===== src/rtl/axi_cfg_regfile.sv =====
// AXI4-Lite configuration register file: read/write control words, read-only status words.
// Define AXI_CFG_IRQ_EN to add the IRQ_STATUS / IRQ_ENABLE words and the irq output.
module axi_cfg_regfile #(
    parameter int C_S_AXI_DATA_WIDTH = 32,
    parameter int C_S_AXI_ADDR_WIDTH = 9,
    parameter int C_NUM_CTRL_REGS    = 8,
    parameter int C_NUM_STAT_REGS    = 8
) (
    input  logic                                          S_AXI_ACLK,
    input  logic                                          S_AXI_ARESETN,
    input  logic [C_S_AXI_ADDR_WIDTH-1:0]                 S_AXI_AWADDR,
    input  logic                                          S_AXI_AWVALID,
    output logic                                          S_AXI_AWREADY,
    input  logic [C_S_AXI_DATA_WIDTH-1:0]                 S_AXI_WDATA,
    input  logic [C_S_AXI_DATA_WIDTH/8-1:0]               S_AXI_WSTRB,
    input  logic                                          S_AXI_WVALID,
    output logic                                          S_AXI_WREADY,
    output logic [1:0]                                    S_AXI_BRESP,
    output logic                                          S_AXI_BVALID,
    input  logic                                          S_AXI_BREADY,
    input  logic [C_S_AXI_ADDR_WIDTH-1:0]                 S_AXI_ARADDR,
    input  logic                                          S_AXI_ARVALID,
    output logic                                          S_AXI_ARREADY,
    output logic [C_S_AXI_DATA_WIDTH-1:0]                 S_AXI_RDATA,
    output logic [1:0]                                    S_AXI_RRESP,
    output logic                                          S_AXI_RVALID,
    input  logic                                          S_AXI_RREADY,
    output logic [C_NUM_CTRL_REGS*C_S_AXI_DATA_WIDTH-1:0] ctrl_regs,
    output logic [C_NUM_CTRL_REGS-1:0]                    ctrl_wr_stb,
    input  logic [C_NUM_STAT_REGS*C_S_AXI_DATA_WIDTH-1:0] stat_regs,
    input  logic [C_NUM_STAT_REGS-1:0]                    irq_src,
    output logic                                          irq
);

    localparam int          DW = C_S_AXI_DATA_WIDTH;
    localparam int          AW = C_S_AXI_ADDR_WIDTH;
    localparam int          NB = DW / 8;
    localparam int unsigned NC = C_NUM_CTRL_REGS;
    localparam int unsigned NS = C_NUM_STAT_REGS;
    localparam logic [1:0]  RESP_OKAY   = 2'b00;
    localparam logic [1:0]  RESP_SLVERR = 2'b10;

    logic          ready_en;
    logic          aw_full;
    logic [AW-3:0] aw_addr_q;
    logic          w_full;
    logic [DW-1:0] w_data_q;
    logic [NB-1:0] w_strb_q;
    logic          bvalid;
    logic [1:0]    bresp;
    logic          rvalid;
    logic [DW-1:0] rdata_q;
    logic [1:0]    rresp_q;
    logic          commit;
    logic          wr_in_map;
    logic [31:0]   aw_idx;
    logic [31:0]   ar_idx;
    logic [DW-1:0] wmask;
    logic [DW-1:0] rd_data;
    logic [1:0]    rd_resp;
    logic [NC:0][DW-1:0] ctrl_acc;
    logic [NS:0][DW-1:0] stat_acc;
    logic          unused_inputs;

    assign aw_idx = 32'(aw_addr_q);
    assign ar_idx = 32'(S_AXI_ARADDR[AW-1:2]);
    assign commit = aw_full && w_full && !bvalid;

    // ready_en keeps every READY low through reset and raises them on the first edge after release
    assign S_AXI_AWREADY = ready_en && !aw_full && !bvalid;
    assign S_AXI_WREADY  = ready_en && !w_full && !bvalid;
    assign S_AXI_ARREADY = ready_en && !rvalid;
    assign S_AXI_BVALID  = bvalid;
    assign S_AXI_BRESP   = bresp;
    assign S_AXI_RVALID  = rvalid;
    assign S_AXI_RDATA   = rdata_q;
    assign S_AXI_RRESP   = rresp_q;

    for (genvar b = 0; b < NB; b++) begin : g_wmask
        assign wmask[b*8 +: 8] = {8{w_strb_q[b]}};
    end

`ifdef AXI_CFG_IRQ_EN
    localparam int unsigned IRQ_STAT_IDX = NC + NS;
    localparam int unsigned IRQ_EN_IDX   = NC + NS + 1;
    localparam int unsigned MAP_END      = NC + NS + 2;

    logic [NS-1:0] irq_src_q;
    logic [NS-1:0] irq_status;
    logic [NS-1:0] irq_enable;
    logic [NS-1:0] irq_wr_bits;
    logic [NS-1:0] irq_clr;
    logic          irq_q;

    assign irq_wr_bits = w_data_q[NS-1:0] & wmask[NS-1:0];
    assign irq_clr     = (commit && aw_idx == IRQ_STAT_IDX) ? irq_wr_bits : '0;
    assign irq         = irq_q;

    // A new source edge is OR-ed in after the clear so it survives a coincident write-1
    always_ff @(posedge S_AXI_ACLK or negedge S_AXI_ARESETN) begin
        if (!S_AXI_ARESETN) begin
            irq_src_q  <= '0;
            irq_status <= '0;
            irq_enable <= '0;
            irq_q      <= 1'b0;
        end else begin
            irq_src_q  <= irq_src;
            irq_status <= (irq_status & ~irq_clr) | (irq_src & ~irq_src_q);
            if (commit && aw_idx == IRQ_EN_IDX)
                irq_enable <= (irq_enable & ~wmask[NS-1:0]) | irq_wr_bits;
            irq_q <= |(irq_status & irq_enable);
        end
    end

    assign unused_inputs = ^{S_AXI_AWADDR[1:0], S_AXI_ARADDR[1:0]};
`else
    localparam int unsigned MAP_END = NC + NS;

    assign irq           = 1'b0;
    assign unused_inputs = ^{S_AXI_AWADDR[1:0], S_AXI_ARADDR[1:0], irq_src};
`endif

    assign wr_in_map = aw_idx < MAP_END;

    always_ff @(posedge S_AXI_ACLK or negedge S_AXI_ARESETN) begin
        if (!S_AXI_ARESETN) begin
            ready_en  <= 1'b0;
            aw_full   <= 1'b0;
            aw_addr_q <= '0;
            w_full    <= 1'b0;
            w_data_q  <= '0;
            w_strb_q  <= '0;
            bvalid    <= 1'b0;
            bresp     <= RESP_OKAY;
        end else begin
            ready_en <= 1'b1;
            if (S_AXI_AWVALID && S_AXI_AWREADY) begin
                aw_full   <= 1'b1;
                aw_addr_q <= S_AXI_AWADDR[AW-1:2];
            end
            if (S_AXI_WVALID && S_AXI_WREADY) begin
                w_full   <= 1'b1;
                w_data_q <= S_AXI_WDATA;
                w_strb_q <= S_AXI_WSTRB;
            end
            if (commit) begin
                bvalid <= 1'b1;
                bresp  <= wr_in_map ? RESP_OKAY : RESP_SLVERR;
            end else if (bvalid && S_AXI_BREADY) begin
                bvalid  <= 1'b0;
                aw_full <= 1'b0;
                w_full  <= 1'b0;
            end
        end
    end

    // Per-register storage; the read mux is an OR chain of index-qualified words
    assign ctrl_acc[0] = '0;
    for (genvar g = 0; g < NC; g++) begin : g_ctrl
        logic [DW-1:0] q;
        logic          stb_q;
        logic          hit;

        assign hit = commit && (aw_idx == 32'(g));

        always_ff @(posedge S_AXI_ACLK or negedge S_AXI_ARESETN) begin
            if (!S_AXI_ARESETN) begin
                q     <= '0;
                stb_q <= 1'b0;
            end else begin
                stb_q <= hit;
                if (hit)
                    q <= (q & ~wmask) | (w_data_q & wmask);
            end
        end

        assign ctrl_regs[g*DW +: DW] = q;
        assign ctrl_wr_stb[g]        = stb_q;
        assign ctrl_acc[g+1]         = ctrl_acc[g] | ({DW{ar_idx == 32'(g)}} & q);
    end

    assign stat_acc[0] = '0;
    for (genvar g = 0; g < NS; g++) begin : g_stat
        assign stat_acc[g+1] = stat_acc[g] |
                               ({DW{ar_idx == NC + 32'(g)}} & stat_regs[g*DW +: DW]);
    end

    always_comb begin
        rd_data = '0;
        rd_resp = RESP_SLVERR;
        if (ar_idx < NC) begin
            rd_data = ctrl_acc[NC];
            rd_resp = RESP_OKAY;
        end else if (ar_idx < NC + NS) begin
            rd_data = stat_acc[NS];
            rd_resp = RESP_OKAY;
        end
`ifdef AXI_CFG_IRQ_EN
        else if (ar_idx == IRQ_STAT_IDX) begin
            rd_data[NS-1:0] = irq_status;
            rd_resp         = RESP_OKAY;
        end else if (ar_idx == IRQ_EN_IDX) begin
            rd_data[NS-1:0] = irq_enable;
            rd_resp         = RESP_OKAY;
        end
`endif
    end

    // Read data is captured from pre-commit register values, so a coincident write is not visible
    always_ff @(posedge S_AXI_ACLK or negedge S_AXI_ARESETN) begin
        if (!S_AXI_ARESETN) begin
            rvalid  <= 1'b0;
            rdata_q <= '0;
            rresp_q <= RESP_OKAY;
        end else begin
            if (S_AXI_ARVALID && S_AXI_ARREADY) begin
                rvalid  <= 1'b1;
                rdata_q <= rd_data;
                rresp_q <= rd_resp;
            end else if (rvalid && S_AXI_RREADY) begin
                rvalid <= 1'b0;
            end
        end
    end

endmodule


===== config.mk =====
export PLATFORM = sky130hd
export DESIGN_NAME = axi_cfg_regfile
export DESIGN_NICKNAME = d
export VERILOG_FILES = /design/src/rtl/axi_cfg_regfile.sv
export SDC_FILE = /design/constraint.sdc
export NUM_CORES = 1
export LEC_CHECK = 0
export BUFFER_PORTS_ARGS = -buffer_cell sky130_fd_sc_hd__clkbuf_2
export CORE_AREA = 2 2 249 251
export DETAILED_ROUTE_END_ITERATION = 6
export DIE_AREA = 0 0 251 253
export GPL_TIMING_DRIVEN = 0
export HOLD_SLACK_MARGIN = 0.03
export SETUP_SLACK_MARGIN = 0.3
export SKIP_LAST_GASP = 1
export SLEW_MARGIN = 20
export SYNTH_ARGS = -nofsm -noshare
export SYNTH_HDL_FRONTEND = slang
export SYNTH_SLANG_ARGS = --single-unit

===== constraint.sdc =====
create_clock -name S_AXI_ACLK -period 3.26 [get_ports S_AXI_ACLK]
set_input_delay 0.163 -clock S_AXI_ACLK [delete_from_list [all_inputs] [get_ports S_AXI_ACLK]]
set_output_delay 0.163 -clock S_AXI_ACLK [all_outputs]
set_load 0.02 [all_outputs]

==> results.py, run 1 <==
metrics = {
    "floorplanning": {
        "die_area_um2": 63500,
        "pin_count": 631,
        "core.rowCount": 91,
        "die_h_um": 253,
        "die_x_um": 251,
        "initial_core_util": 0.270,
        "core_um2": 61000,
    },
    "timing": {
        "tightest_slew_ps": 1220,
        "rsz0062_at_grt": "false",
        "skew_ps": 19.0,
        "setup_ws_ps": 311,
        "max_freq_mhz": 339,
        "drv_slew": 0,
        "setup_violations": 0,
        "period_needed_ps": 2950,
        "hold_viol": 0,
        "max_slew_margin": 0.189,
        "min_period_over_period": 0.905,
    },
    "synth": {
        "synth-edff-count": 0,
        "ys_seq_elements": 346,
        "ys_seq_area_frac": 0.525,
        "syn_inst": 1312,
        "synth-async-reset-ratio": 1.00,
        "synth_cell_types": 54,
        "synth_compound_area_frac": 0.171,
        "synth_top_family_by_area": "multiplexers",
        "avgSynthCellArea_um2": 12.6,
        "yosysWarningCount": 0,
        "syn_area_um2": 16500,
        "muxShareOfSynthArea": 0.215,
        "synth_adder_area_share": 0,
        "ys.flop_type": "dfrtp_1",
        "synthSimpleGateAreaFrac": 0.0588,
        "synth_xor_area_frac": 0,
    },
    "cells_and_area": {
        "multi_input_area_um2": 7400,
        "finalNonFillerCells": 2853,
        "fillers": 6078,
        "register_area_um2": 8660,
        "syn_to_final_growth_pct": 37.4,
        "fin_nets": 2356,
        "drive_gt1_frac": 0.528,
    },
    "route": {
        "drc": 0,
        "drtIter0Drc": 1270,
        "avgViaCountPerCell": 5.55,
        "vias": 15800,
        "final_antenna_net_count": 0,
        "finalWirelength_mm": 98.1,
        "wl_per_cell_um": 34.4,
        "firstDrtPassIters": 5,
    },
    "clock_tree": {
        "cts_buffers": 42,
        "worstSkewPairLatency_ps": 570,
        "clk_pin_slew_ps": 60,
        "htreeDepth": 2,
        "cts_root_buffer": "clkbuf_16",
        "cts_tree": "yes",
        "cts_buffer_depth": 3,
        "cts_sinks": 346,
    },
    "worst_hold_path": {
        "hold_class": "in2async",
    },
    "critical_path": {
        "crit_required_ps": 3750,
        "startpoint_type": "primary input",
        "regToRegSetupSlack_ps": 350,
        "worst_setup_path_end_kind": "flop",
        "crit_chain": "buf_2, nor4b_1, nand2_1, clkbuf_1, o221ai_1, a221o_1, o32a_1",
        "critPathArrivalTime_ps": 3440,
        "critical-path-max-stage-delay_ps": 910,
        "critPathMaxFanout": 10,
        "crit_path_top_delay_cell": "nor4b_1",
        "worst-setup-path-type": "in2reg",
    },
    "global_routing": {
        "grt-ovfl-total": 0,
        "grt_pass1_wl_mm": 131,
        "grt_pass1_vias": 16300,
        "grt_max_degree": 85,
        "track_usage": 0.300,
        "antenna_found_initial": 16,
    },
    "placed_design": {
        "port_buffers": 614,
        "dp_cells": 2727,
        "hpwl_mm": 72.9,
        "dp_slack_ps": -175,
        "gp_congestion": 0.896,
    },
    "run": {
        "cap_violations": 0,
    },
    "status": {
        "status": "complete, no violations",
    },
    "pwr": {
        "power.density_nw_per_um2": 650,
        "peakVddDrop_uv": 378,
        "leakagePower_uw": 0.0112,
    },
}
==> layout make-up <==
cell class	count	share of cell area
sequential	346	0.382
multi-input combinational	866	0.327
timing repair buffer	673	0.164
clock buffer	63	0.0549
tap	790	0.0436
buffer	100	0.0225
clock inverter	11	0.00519
inverter	2	0.000331
antenna	2	0.000221
==> cell usage in the layout (no fill, tap or decap), drive strengths merged, types with 21 or more instances in the layout <==
cell type	n
nor2	30
nand3	32
a21oi	35
o32a	21
dlygate4sd3	50
mux2	307
buf	66
a31oi	21
clkbuf	720
a221oi	27
dfrtp	346
a22oi	157
nand2	61
==> synth_stat cells (11+ instances only) <==
cell / n / area, um^2
buf_2: 39 / 195
and3_1: 11 / 68.8
nand3_1: 32 / 160
a22oi_1: 157 / 1180
a221o_1: 13 / 130
clkbuf_1: 43 / 161
nand2_1: 53 / 199
o32a_1: 21 / 210
a221oi_1: 27 / 236
a22o_1: 17 / 149
o221ai_1: 13 / 114
nor2_1: 28 / 105
a21oi_1: 35 / 175
buf_4: 18 / 135
a31oi_1: 21 / 131
a21o_1: 12 / 90.1
mux2_2: 307 / 3460
dfrtp_1: 346 / 8660
==> critical path, delay by kind of cell <==
family	cells	cell delay (ps)
buffers and inverters	2	800
AO/OA/AOI/OAI	3	910
AND/OR/NAND/NOR	2	1550
==> cell families after synthesis <==
logic type / count (synthesis)
muxes: 315
DFF: 346
AOI/OAI and AO/OA: 365
and+or+nand+nor: 182
buffers and inverters: 102
other: 2
==> what timing repair did <==
| action | 4_1_cts | 5_1_grt |
|---|---|---|
| buffers inserted | 0 | 0 |
| hold buffers | 50 | 0 |
| gates resized for setup | 3 | 3 |
| endpoints found under the setup margin | 70 | 73 |
| endpoints found under the hold margin | 237 | 0 |
==> through the flow <==
| stage | total power (uW) | instance area (um^2) | utilization | hold slack [ps] | setup TNS (ps) |
|---|---|---|---|---|---|
| final | 14700 | 22700 | 0.371 | 49.9 | 0 |
| after CTS | 14700 | 22600 | 0.371 | 34.6 | 0 |
| after global placement | 9800 | 20600 | 0.337 | 358 | -1984250 |
| after global routing | 15200 | 22700 | 0.371 | 70.8 | 0 |
| after floorplan | 7960 | 16500 | - | -133 | 0 |
| after detailed placement | 9940 | 20800 | 0.340 | 89.7 | -409 |
==> path summary, 6_finish.rpt <==
path,from,end,cells past startpoint
min reg2reg,S_AXI_RDATA[2],S_AXI_RDATA[2],1
min in group S_AXI_ACLK,stat_regs[134],S_AXI_RDATA[6],4
max in group asynchronous,S_AXI_ARESETN,asynchronous set/reset pin,4
min,S_AXI_ARESETN,asynchronous set/reset pin,2
max,S_AXI_ARADDR[8],S_AXI_RDATA[16],7
max reg2reg,aw_addr_q[1],flop,5
==> routing by layer <==
layer	routed length, um	GRT usage	share of wire
met5	66	0	0.00067
met4	4930	0.139	0.050
met3	7990	0.0792	0.081
met2	46200	0.494	0.47
met1	38900	0.369	0.40
==> power breakdown <==
group,switching [uW],internal [uW]
combinational,2150,1450
clock,1950,2790
sequential,1210,5180
total,5310,9420
Power figures use the tool's default switching activity.
==> inputs of run 2 (changes only) <==
Settings changed: RECOVER_POWER set to 100.
==> results.py, run 2 (synthesis gave the netlist of run 1 again) <==
metrics = {
    "run": {
        "cap_violations": 1,
    },
    "timing": {
        "setup_violations": 0,
        "drv_slew": 30,
        "max_freq_mhz": 323,
        "hold_viol": 0,
        "min_period_over_period": 0.949,
        "max_slew_margin": -0.312,
        "tightest_slew_ps": 1970,
        "skew_ps": 16.3,
        "period_needed_ps": 3090,
        "rsz0062_at_grt": "false",
        "setup_ws_ps": 167,
    },
    "clock_tree": {
        "cts_root_buffer": "clkbuf_16",
        "worstSkewPairLatency_ps": 570,
        "cts_sinks": 346,
        "clk_pin_slew_ps": 60,
        "htreeDepth": 2,
        "cts_buffers": 42,
        "cts_buffer_depth": 3,
        "cts_tree": "yes",
    },
    "status": {
        "status": "finished with violations",
        "violations": "capacitance limit, slew limit",
    },
    "critical_path": {
        "crit_path_top_delay_cell": "clkbuf_1",
        "critPathArrivalTime_ps": 3530,
        "crit_required_ps": 3700,
        "reg2reg_depth": 7,
        "startpoint_type": "primary input",
        "worst_setup_path_end_kind": "flop",
        "crit_family": "buffers and inverters",
        "crit_chain": "clkbuf_2, clkbuf_1, buf_2, clkbuf_2, buf_2, a31oi_1, o32a_1",
        "worst-path-buf-inv": 5,
        "critical-path-max-stage-delay_ps": 710,
        "worst-setup-path-type": "in2reg",
        "cp.depth": 7,
        "regToRegSetupSlack_ps": 250,
        "critPathMaxFanout": 10,
    },
    "cells_and_area": {
        "fillers": 6242,
        "final_common_cell": "clkbuf_1",
        "fin_util": 0.364,
        "syn_to_final_growth_pct": 34.7,
        "final_cell_mix": "clkbuf_1 (349), dfrtp_1 (346), clkbuf_2 (328)",
        "drive_gt1_frac": 0.374,
        "fin_nets": 2356,
    },
    "route": {
        "drtIter0Drc": 1344,
        "drc": 0,
        "vias": 15800,
        "firstDrtPassIters": 5,
        "wl_per_cell_um": 34.5,
        "finalWirelength_mm": 98.3,
        "final_antenna_net_count": 0,
        "avgViaCountPerCell": 5.55,
    },
    "global_routing": {
        "antenna_found_initial": 17,
        "grt_pass1_vias": 16300,
        "grt_pass1_wl_mm": 131,
        "grt-ovfl-total": 0,
        "track_usage": 0.300,
        "grt_max_degree": 85,
    },
    "placed_design": {
        "gp_congestion": 0.896,
        "hpwl_mm": 72.9,
        "port_buffers": 614,
        "dp_slack_ps": -175,
    },
    "floorplanning": {
        "die_x_um": 251,
        "core.rowCount": 91,
        "die_area_um2": 63500,
        "initial_core_util": 0.270,
        "core_um2": 61000,
        "die_h_um": 253,
        "pin_count": 631,
    },
    "worst_hold_path": {
        "hold_class": "in2reg",
        "holdPathStages": 4,
    },
    "pwr": {
        "total_power_uw": 14600,
        "leakagePower_uw": 0.0102,
        "power.density_nw_per_um2": 655,
        "peakVddDrop_uv": 352,
    },
}
[run 2: cell types whose count changed in the layout (fill, tap and decap cells not counted), moves of 4 or more]
cell,before,now
o21ai_0,8,12
clkbuf_1,41,349
nand2_2,8,0
buf_2,40,34
nand2_1,53,61
o21ai_1,5,1
clkbuf_2,628,328
[run 2: through the flow]
stage / hold slack, ps / instance area [um^2] / TNS (ps) / instances
after CTS: 34.6 / 22600 / 0 / 2851
after global placement: 358 / 20600 / -1984250 / 2718
after detailed placement: 89.7 / 20800 / -409 / 2727
after global routing: 78.2 / 22200 / 0 / 2851
after floorplan: -133 / 16500 / 0 / 1314
final: 56.8 / 22200 / 0 / 2852
[run 2: per-layer routing]
layer  part of all wire  vias up  global-route usage
li1                   -     6536                   -
met1               0.40     8126               0.369
met2               0.47      944               0.494
met3              0.083      211              0.0792
met4              0.049       10               0.139
met5            0.00067        -                   0
[run 2: worst register-to-register path: stages (launching register included)]
cell and delay (ps):
dfrtp_1 440, and3b_1 230, clkbuf_1 280, nand2_1 220
nor3_1 410, clkbuf_1 390, nand2_1 480, mux2_2 440
[run 2: final timing paths]
path,from,to
min reg2reg,S_AXI_RDATA[9],S_AXI_RDATA[9]
max reg2reg,S_AXI_BVALID,flop
max,S_AXI_ARADDR[2],S_AXI_RDATA[26]
max in group asynchronous,S_AXI_ARESETN,asynchronous set/reset pin
min,stat_regs[134],S_AXI_RDATA[6]
min in group asynchronous,S_AXI_ARESETN,asynchronous set/reset pin
[run 2: what timing repair did]
action,4_1_cts,5_1_grt
pin swaps,0,0
hold buffers,50,0
hold endpoints to repair,237,0
setup endpoints to repair,70,73
setup buffers,0,0
resized for setup,3,3
[run 2: power by group]
group | internal [uW] | switching [uW]
sequential | 5180 | 1200
combinational | 1290 | 2140
clock | 2790 | 1950
total | 9260 | 5290
[run 2: layout make-up]
| cell class | count | area [um^2] | area share |
|---|---|---|---|
| inverters | 2 | 7.51 | 0.000338 |
| plain buffers | 100 | 507 | 0.0228 |
| clock buffers | 63 | 1240 | 0.0560 |
| clock inverters | 11 | 118 | 0.00529 |
| diodes | 1 | 2.50 | 0.000113 |
| well taps | 790 | 988 | 0.0445 |
| flip-flops and latches | 346 | 8660 | 0.390 |
| repair buffers | 673 | 3320 | 0.149 |
| multi-input cells | 866 | 7370 | 0.332 |
